File: src/rtl/fifo_stream_reader.sv
// Drains a synchronous FIFO into a valid/ready stream through a 2-entry skid buffer,
// tagging every PKT_LEN-th word as the last beat and counting finished packets.
module fifo_stream_reader #(
    parameter int DATA_WIDTH = 8,
    parameter int PKT_LEN    = 4
) (
    input  logic                  clk,
    input  logic                  rst_n,
    input  logic                  en,
    input  logic                  fifo_empty,
    input  logic [DATA_WIDTH-1:0] fifo_data_out,
    output logic                  fifo_r_en,
    output logic                  m_valid,
    input  logic                  m_ready,
    output logic [DATA_WIDTH-1:0] m_data,
    output logic                  m_last,
    output logic [15:0]           pkt_count
);

    localparam int BEAT_W = (PKT_LEN > 1) ? $clog2(PKT_LEN) : 1;
    localparam logic [BEAT_W-1:0] LAST_BEAT = BEAT_W'(PKT_LEN - 1);

    logic [1:0]            occ_q, occ_d;
    logic                  inflight_q, inflight_d;
    logic [DATA_WIDTH-1:0] buf0_q, buf0_d;
    logic [DATA_WIDTH-1:0] buf1_q, buf1_d;
    logic [BEAT_W-1:0]     beat_q, beat_d;
    logic [15:0]           pkt_q, pkt_d;

    logic       pop;
    logic [2:0] committed;
    logic       credit_ok;

    // Words already held or on their way must leave room for one more, counting
    // the slot freed by a pop in this same cycle.
    assign pop       = m_valid & m_ready;
    assign committed = {1'b0, occ_q} + {2'b00, inflight_q};
    assign credit_ok = committed < (3'd2 + {2'b00, pop});
    assign fifo_r_en = rst_n & en & ~fifo_empty & credit_ok;

    assign m_valid   = (occ_q != 2'd0);
    assign m_data    = buf0_q;
    assign m_last    = m_valid & (beat_q == LAST_BEAT);
    assign pkt_count = pkt_q;

    always_comb begin
        buf0_d     = buf0_q;
        buf1_d     = buf1_q;
        occ_d      = occ_q;
        inflight_d = fifo_r_en & ~fifo_empty;

        // buf0 is always the head; a pop shifts buf1 forward, a capture lands behind
        // whatever remains after that shift.
        case ({inflight_q, pop})
            2'b10: begin
                if (occ_q == 2'd0) begin
                    buf0_d = fifo_data_out;
                end else begin
                    buf1_d = fifo_data_out;
                end
                occ_d = occ_q + 2'd1;
            end
            2'b01: begin
                buf0_d = buf1_q;
                occ_d  = occ_q - 2'd1;
            end
            2'b11: begin
                if (occ_q == 2'd1) begin
                    buf0_d = fifo_data_out;
                end else begin
                    buf0_d = buf1_q;
                    buf1_d = fifo_data_out;
                end
            end
            default: begin
            end
        endcase
    end

    always_comb begin
        beat_d = beat_q;
        pkt_d  = pkt_q;
        if (pop) begin
            beat_d = (beat_q == LAST_BEAT) ? '0 : beat_q + BEAT_W'(1);
            if (m_last) begin
                pkt_d = pkt_q + 16'd1;
            end
        end
    end

    always_ff @(posedge clk or negedge rst_n) begin
        if (!rst_n) begin
            occ_q      <= 2'd0;
            inflight_q <= 1'b0;
            buf0_q     <= '0;
            buf1_q     <= '0;
            beat_q     <= '0;
            pkt_q      <= 16'd0;
        end else begin
            occ_q      <= occ_d;
            inflight_q <= inflight_d;
            buf0_q     <= buf0_d;
            buf1_q     <= buf1_d;
            beat_q     <= beat_d;
            pkt_q      <= pkt_d;
        end
    end

endmodule

File: config.mk
export PLATFORM = sky130hd
export DESIGN_NAME = fifo_stream_reader
export DESIGN_NICKNAME = d
export VERILOG_FILES = /design/src/rtl/fifo_stream_reader.sv
export SDC_FILE = /design/constraint.sdc
export NUM_CORES = 1
export LEC_CHECK = 0
export ABC_AREA = 1
export ABC_CLOCK_PERIOD_IN_PS = 1500
export CORE_UTILIZATION = 45
export DETAILED_ROUTE_END_ITERATION = 8
export GPL_ROUTABILITY_DRIVEN = 0
export PLACE_DENSITY = 0.75
export SKIP_LAST_GASP = 1
export SYNTH_ARGS = -nofsm -noshare
export SYNTH_HDL_FRONTEND = slang
export SYNTH_SLANG_ARGS = --single-unit
export TNS_END_PERCENT = 1
File: constraint.sdc
create_clock -name clk -period 1.5 [get_ports clk]
set_clock_uncertainty 0.1 [all_clocks]
set_input_delay 0.15 -clock clk [delete_from_list [all_inputs] [get_ports clk]]
set_output_delay 0.15 -clock clk [all_outputs]
set_load 0.005 [all_outputs]
## Word-level counts from Yosys, hierarchy flattened

Index checks and enable logic that the tools add are counted.

| word-level totals | value |
|---|---|
| output and inout bits | 27 |
| logic and storage cells | 44 |
| register bits after elaboration | 37 |

| cells by class | value |
|---|---|
| muxes and demuxes | 8 |
| add/subtract/negate cells | 6 |
| reductions and logical operators | 8 |
| bitwise logic cells | 7 |
| equal/unequal tests | 8 |
| $lt $le $gt $ge | 1 |

Operators with widths:

| operator | number |
|---|---|
| 8-bit two-way mux | 4 |
| 8-bit case mux with 3 select lines | 1 |
| 16-bit by 1-bit adder with 16-bit output, second input constant | 1 |
| 8-bit case mux with 2 select lines | 1 |
| 1-bit bitwise AND | 6 |
| 2-bit equality test, second input constant | 3 |
| 2-bit inequality test, second input constant | 3 |
| 2-bit nonzero test | 3 |
| 2-bit by 1-bit adder with 2-bit output, second input constant | 2 |
| 2-bit by 1-bit equality test with 1-bit output, second input constant | 2 |
| 2-bit case mux with 2 select lines | 1 |
| 2-bit AND reduction | 2 |
| 2-bit by 1-bit adder with 3-bit output | 1 |
| 2-bit by 1-bit adder with 3-bit output, first input constant | 1 |
| 3-bit less-than comparator | 1 |
| 3-bit AND reduction | 1 |
| 3-bit nonzero test | 1 |
| 2-bit logical NOT | 1 |
| 2-bit two-way mux | 1 |
| 2-bit by 1-bit subtractor with 2-bit output, second input constant | 1 |
| 1-bit inverter | 1 |

## Longest topological paths before layout

| logic depth | value |
|---|---|
| depth after elaboration | 6 |
| gate-level depth with buffers | 9 |

## Worst setup path before layout

Ideal clock, no wire load.

| timing | value |
|---|---|
| kind | flip-flop to output port |
| start | reg occ_q[0] |
| end | out fifo_r_en |
| arrival time | 1276 ps |
| required time | 1250 ps |
| stages on the path, launching flop included | 8 |
| setup slack | -26 ps |
| buffers on the path | 0 |
| cell sequence | dfrtp_1 > inv_1 > ha_1 > inv_2 > nand2_2 > o21ai_1 > inv_1 > nor4_1 |

| between the ends | value |
|---|---|
| cells in the longest elaborated chain, start to end | 5 |
| elaborated cells on any way between the ends | 6 |
| classes of those cells | 2 x add/sub; 1 x order compare; 2 x bitwise; 1 x reduce/logical |

Ends and longest elaborated chain:

| element | line | source |
|---|---|---|
| start: declaration | 23 | `logic [1:0] occ_q, occ_d;` |
| start signal: assignment | 93 | `occ_q <= 2'd0;` |
| start signal: assignment | 100 | `occ_q <= occ_d;` |
| 2-bit nonzero test | 41 | `assign m_valid = (occ_q != 2'd0);` |
| 1-bit bitwise AND | 36 | `assign pop = m_valid & m_ready;` |
| 2-bit by 1-bit adder with 3-bit output | 38 | `assign credit_ok = committed < (3'd2 + {2'b00, pop});` |
| 3-bit less-than comparator (*) | 38 |  |
| 1-bit bitwise AND (*) | 39 | `assign fifo_r_en = rst_n & en & ~fifo_empty & credit_ok;` |
| end: declaration | 12 | `output logic fifo_r_en,` |

Mark *: on every way between the ends. The rest lies on a longest branch, timed or not.

## Final worst setup path

Ends and elaborated chain as after synthesis.

==> impl_metrics.ini <==
[timing]
setup_viol = 42
fin_crit_ns = 1.86
timing.final.crit_share_pct = 124
rsz0062_at_grt = true
hold_viol = 0
timing.fmax_mhz = 536
maxSlewViolCount = 0
setup_ws_ns = -0.364
relSlewSlack_pct = 69.0
worst_pin_slew_ns = 0.464

[hold_path]
min_to = m_data[7]$_DFFE_PN0P_
min-delay-start = fifo_data_out[7]
hp-class = in -> reg
whs_path_depth = 3

[grt]
antenna_found_initial = 0
grt_pass1_wl_microns = 6900
grt.total_usage_pct = 21.6
grt_pass1_vias = 1611
grt_max_degree = 38
grt_overflow_total = 0

[logic_synthesis]
synth_fa_ha_area_share_pct = 4.77
synth_edf_count = 0
async_flop_share_pct = 100
synth_area_leaders = dfrtp_1 (50%), nand2_1 (8.4%), mux2_2 (4.9%)
yosysWarningCount = 0
synth_cells = 194
synth_xor_area_share_pct = 6.68
synth_top_area_cell = dfrtp_1
ys_seq_area_share_pct = 50.4
syn_area_sq_um = 1840
synth_simple_gate_area_share_pct = 22.1
synth_mux_area_share_pct = 4.91
synth_seq_cells = 37
synth_cell_types = 26
syn_area_per_cell_sq_um = 9.46
syn_nets = 214
synth_top_area_share_pct = 50.4
synth_top_family_by_area = simple AND/OR/NAND/NOR gates
synth_compound_area_share_pct = 5.39
synth_flop_cell = dfrtp_1

[setup_path]
worstPathArrival_ns = 1.61
r2r-end = m_data[4]$_DFFE_PN0P_
cp_max_fo = 3
start_kind = register
r2r_start = occ_q[0]$_DFFE_PN0P_
end_kind = primary output
r2r_cells = 8
cp.required_ns = 1.25
rrSetupSlack_ns = -0.24
criticalPathCategory = reg -> out

[final_layout]
syn_to_final_growth_pct = 43.1
design_area_sq_um = 2630
fillCellCount = 300
seq_area_sq_um = 926
layout_commonest_cell = nand2_1
stdcell_count = 315
final_core_util_pct = 69.2
drive_gt1_share_pct = 24.0
final_cell_mix = nand2_1 (41), dfrtp_1 (37), clkdlybuf4s50_1 (36)
final_nets = 286
multi_input_area_sq_um = 847
antennaDiodeCount = 0

[clocking]
clock-root-buffer = clkbuf_8
worstSkewPairLatency_ns = 0.29
cts_buffers = 5
cts_buffer_depth = 2
cts-htree-levels = 2
cts_tree = done
path_clk_slew_ns = 0.07
clock_sinks = 37

[outcome]
violations = setup timing
outcome = complete, but fails checks

[floorplanning]
die_w_microns = 65.9
fp.dieH_microns = 65.9
core_area_sq_um = 3800
dieArea_sq_um = 4340
start_util_pct = 48.3
num_rows = 22
io_pins = 40

[power_and_ir_drop]
leakagePower_uw = 0.00126
power_uw = 4160
cellPowerDensity_nw_per_um2 = 1580
ir_worst_vdd_uv = 1010

[run]
cap_violations = 0

[drt]
wire_per_inst_microns = 12.4
vias = 1580
ant_nets = 0
dr.pass1.iters = 4
finalWirelength_microns = 3900
drtIter0Drc = 60
drc = 0
via_per_inst = 5.02

[place]
dp_hpwl_microns = 2750
place_area_sq_um = 2450
dp.cells = 301
io_buffers = 39
## kinds of logic (layout without fill, tap and decap cells)
kind of cell,Yosys count,in the layout
fa+ha+maj,7,7
xor+xnor,14,14
flops,37,37
buf+inv,25,98
compound gates,15,15
mux,8,8
simple gates,88,88
## synth_stat cells (2+ instances only)
cell type	count
a21oi_1	3
a31oi_1	7
dfrtp_1	37
ha_1	7
inv_1	20
inv_2	3
mux2_2	8
nand2_1	41
nand2_2	3
nand3_1	16
nand4_1	2
nor2_1	19
nor2_4	2
nor4_1	2
xnor2_1	7
xor2_1	7
## through the flow
stage	setup TNS, ns	worst slack, ns	hold slack [ns]
5_1_grt	-10.54	-0.467	0.339
4_1_cts	-4.19	-0.326	0.333
6_report	-6.57	-0.364	0.339
3_5_place_dp	-4.53	-0.451	0.168
2_1_floorplan	-0.0221	-0.0162	-0.246
3_3_place_gp	-3.58	-0.379	0.166
## state kept, by name, indices dropped and copies added, names as in the netlist
| name | flops |
|---|---|
| buf1_q | 8 |
| pkt_count | 16 |
| inflight_q | 1 |
| beat_q | 2 |
| occ_q | 2 |
| m_data | 8 |
## area by class of cell
type | instances | area share [%]
Clock buffer | 7 | 3.67
Multi-Input combinational cell | 132 | 32.2
Timing Repair Buffer | 67 | 23.0
Inverter | 23 | 3.38
Tap cell | 48 | 2.29
Clock inverter | 1 | 0.190
Sequential cell | 37 | 35.2
## worst max-delay path: stages (launching register included)
cell,delay (ns)
dfrtp_1,0.42
ha_2,0.20
ha_4,0.21
o21ai_2,0.05
inv_1,0.07
nor4_2,0.23
buf_2,0.15
## how the worst max path moves through the flow
stage                                    start                         to  slack, ns  depth (start not counted)
final                     occ_q[0]$_DFFE_PN0P_                  fifo_r_en      -0.36                          6
after global routing      occ_q[0]$_DFFE_PN0P_                  fifo_r_en      -0.47                          8
after CTS                 occ_q[0]$_DFFE_PN0P_                  fifo_r_en      -0.33                          8
after floorplan           occ_q[0]$_DFFE_PN0P_  pkt_count[15]$_DFFE_PN0P_      -0.02                          8
after detailed placement  occ_q[0]$_DFFE_PN0P_                  fifo_r_en      -0.45                          6
after global placement    occ_q[0]$_DFFE_PN0P_                  fifo_r_en      -0.38                          6
## per-layer routing
metal | global-route usage (%) | vias up | part of all wire [%]
met1 | 24.6 | 752 | 42
met4 | 8.97 | 0 | 1.4
met3 | 6.90 | 6 | 5.6
li1 | - | 772 | -
met5 | 0 | - | 0
met2 | 36.9 | 50 | 51
## power breakdown
group          switching (uW)  internal, uW  total (uW)
logic                     809          1080        1890
clock network             346           415         761
registers                 190          1320        1510
total                    1340          2820        4160
## timing repair
action	CTS	global route
buffers inserted	3	2
gates resized for setup	10	4
hold endpoints to repair	37	0
hold buffers	1	0
pin swaps	2	3
setup endpoints to repair	40	53
No activity file was read; power rests on OpenSTA's default activity.
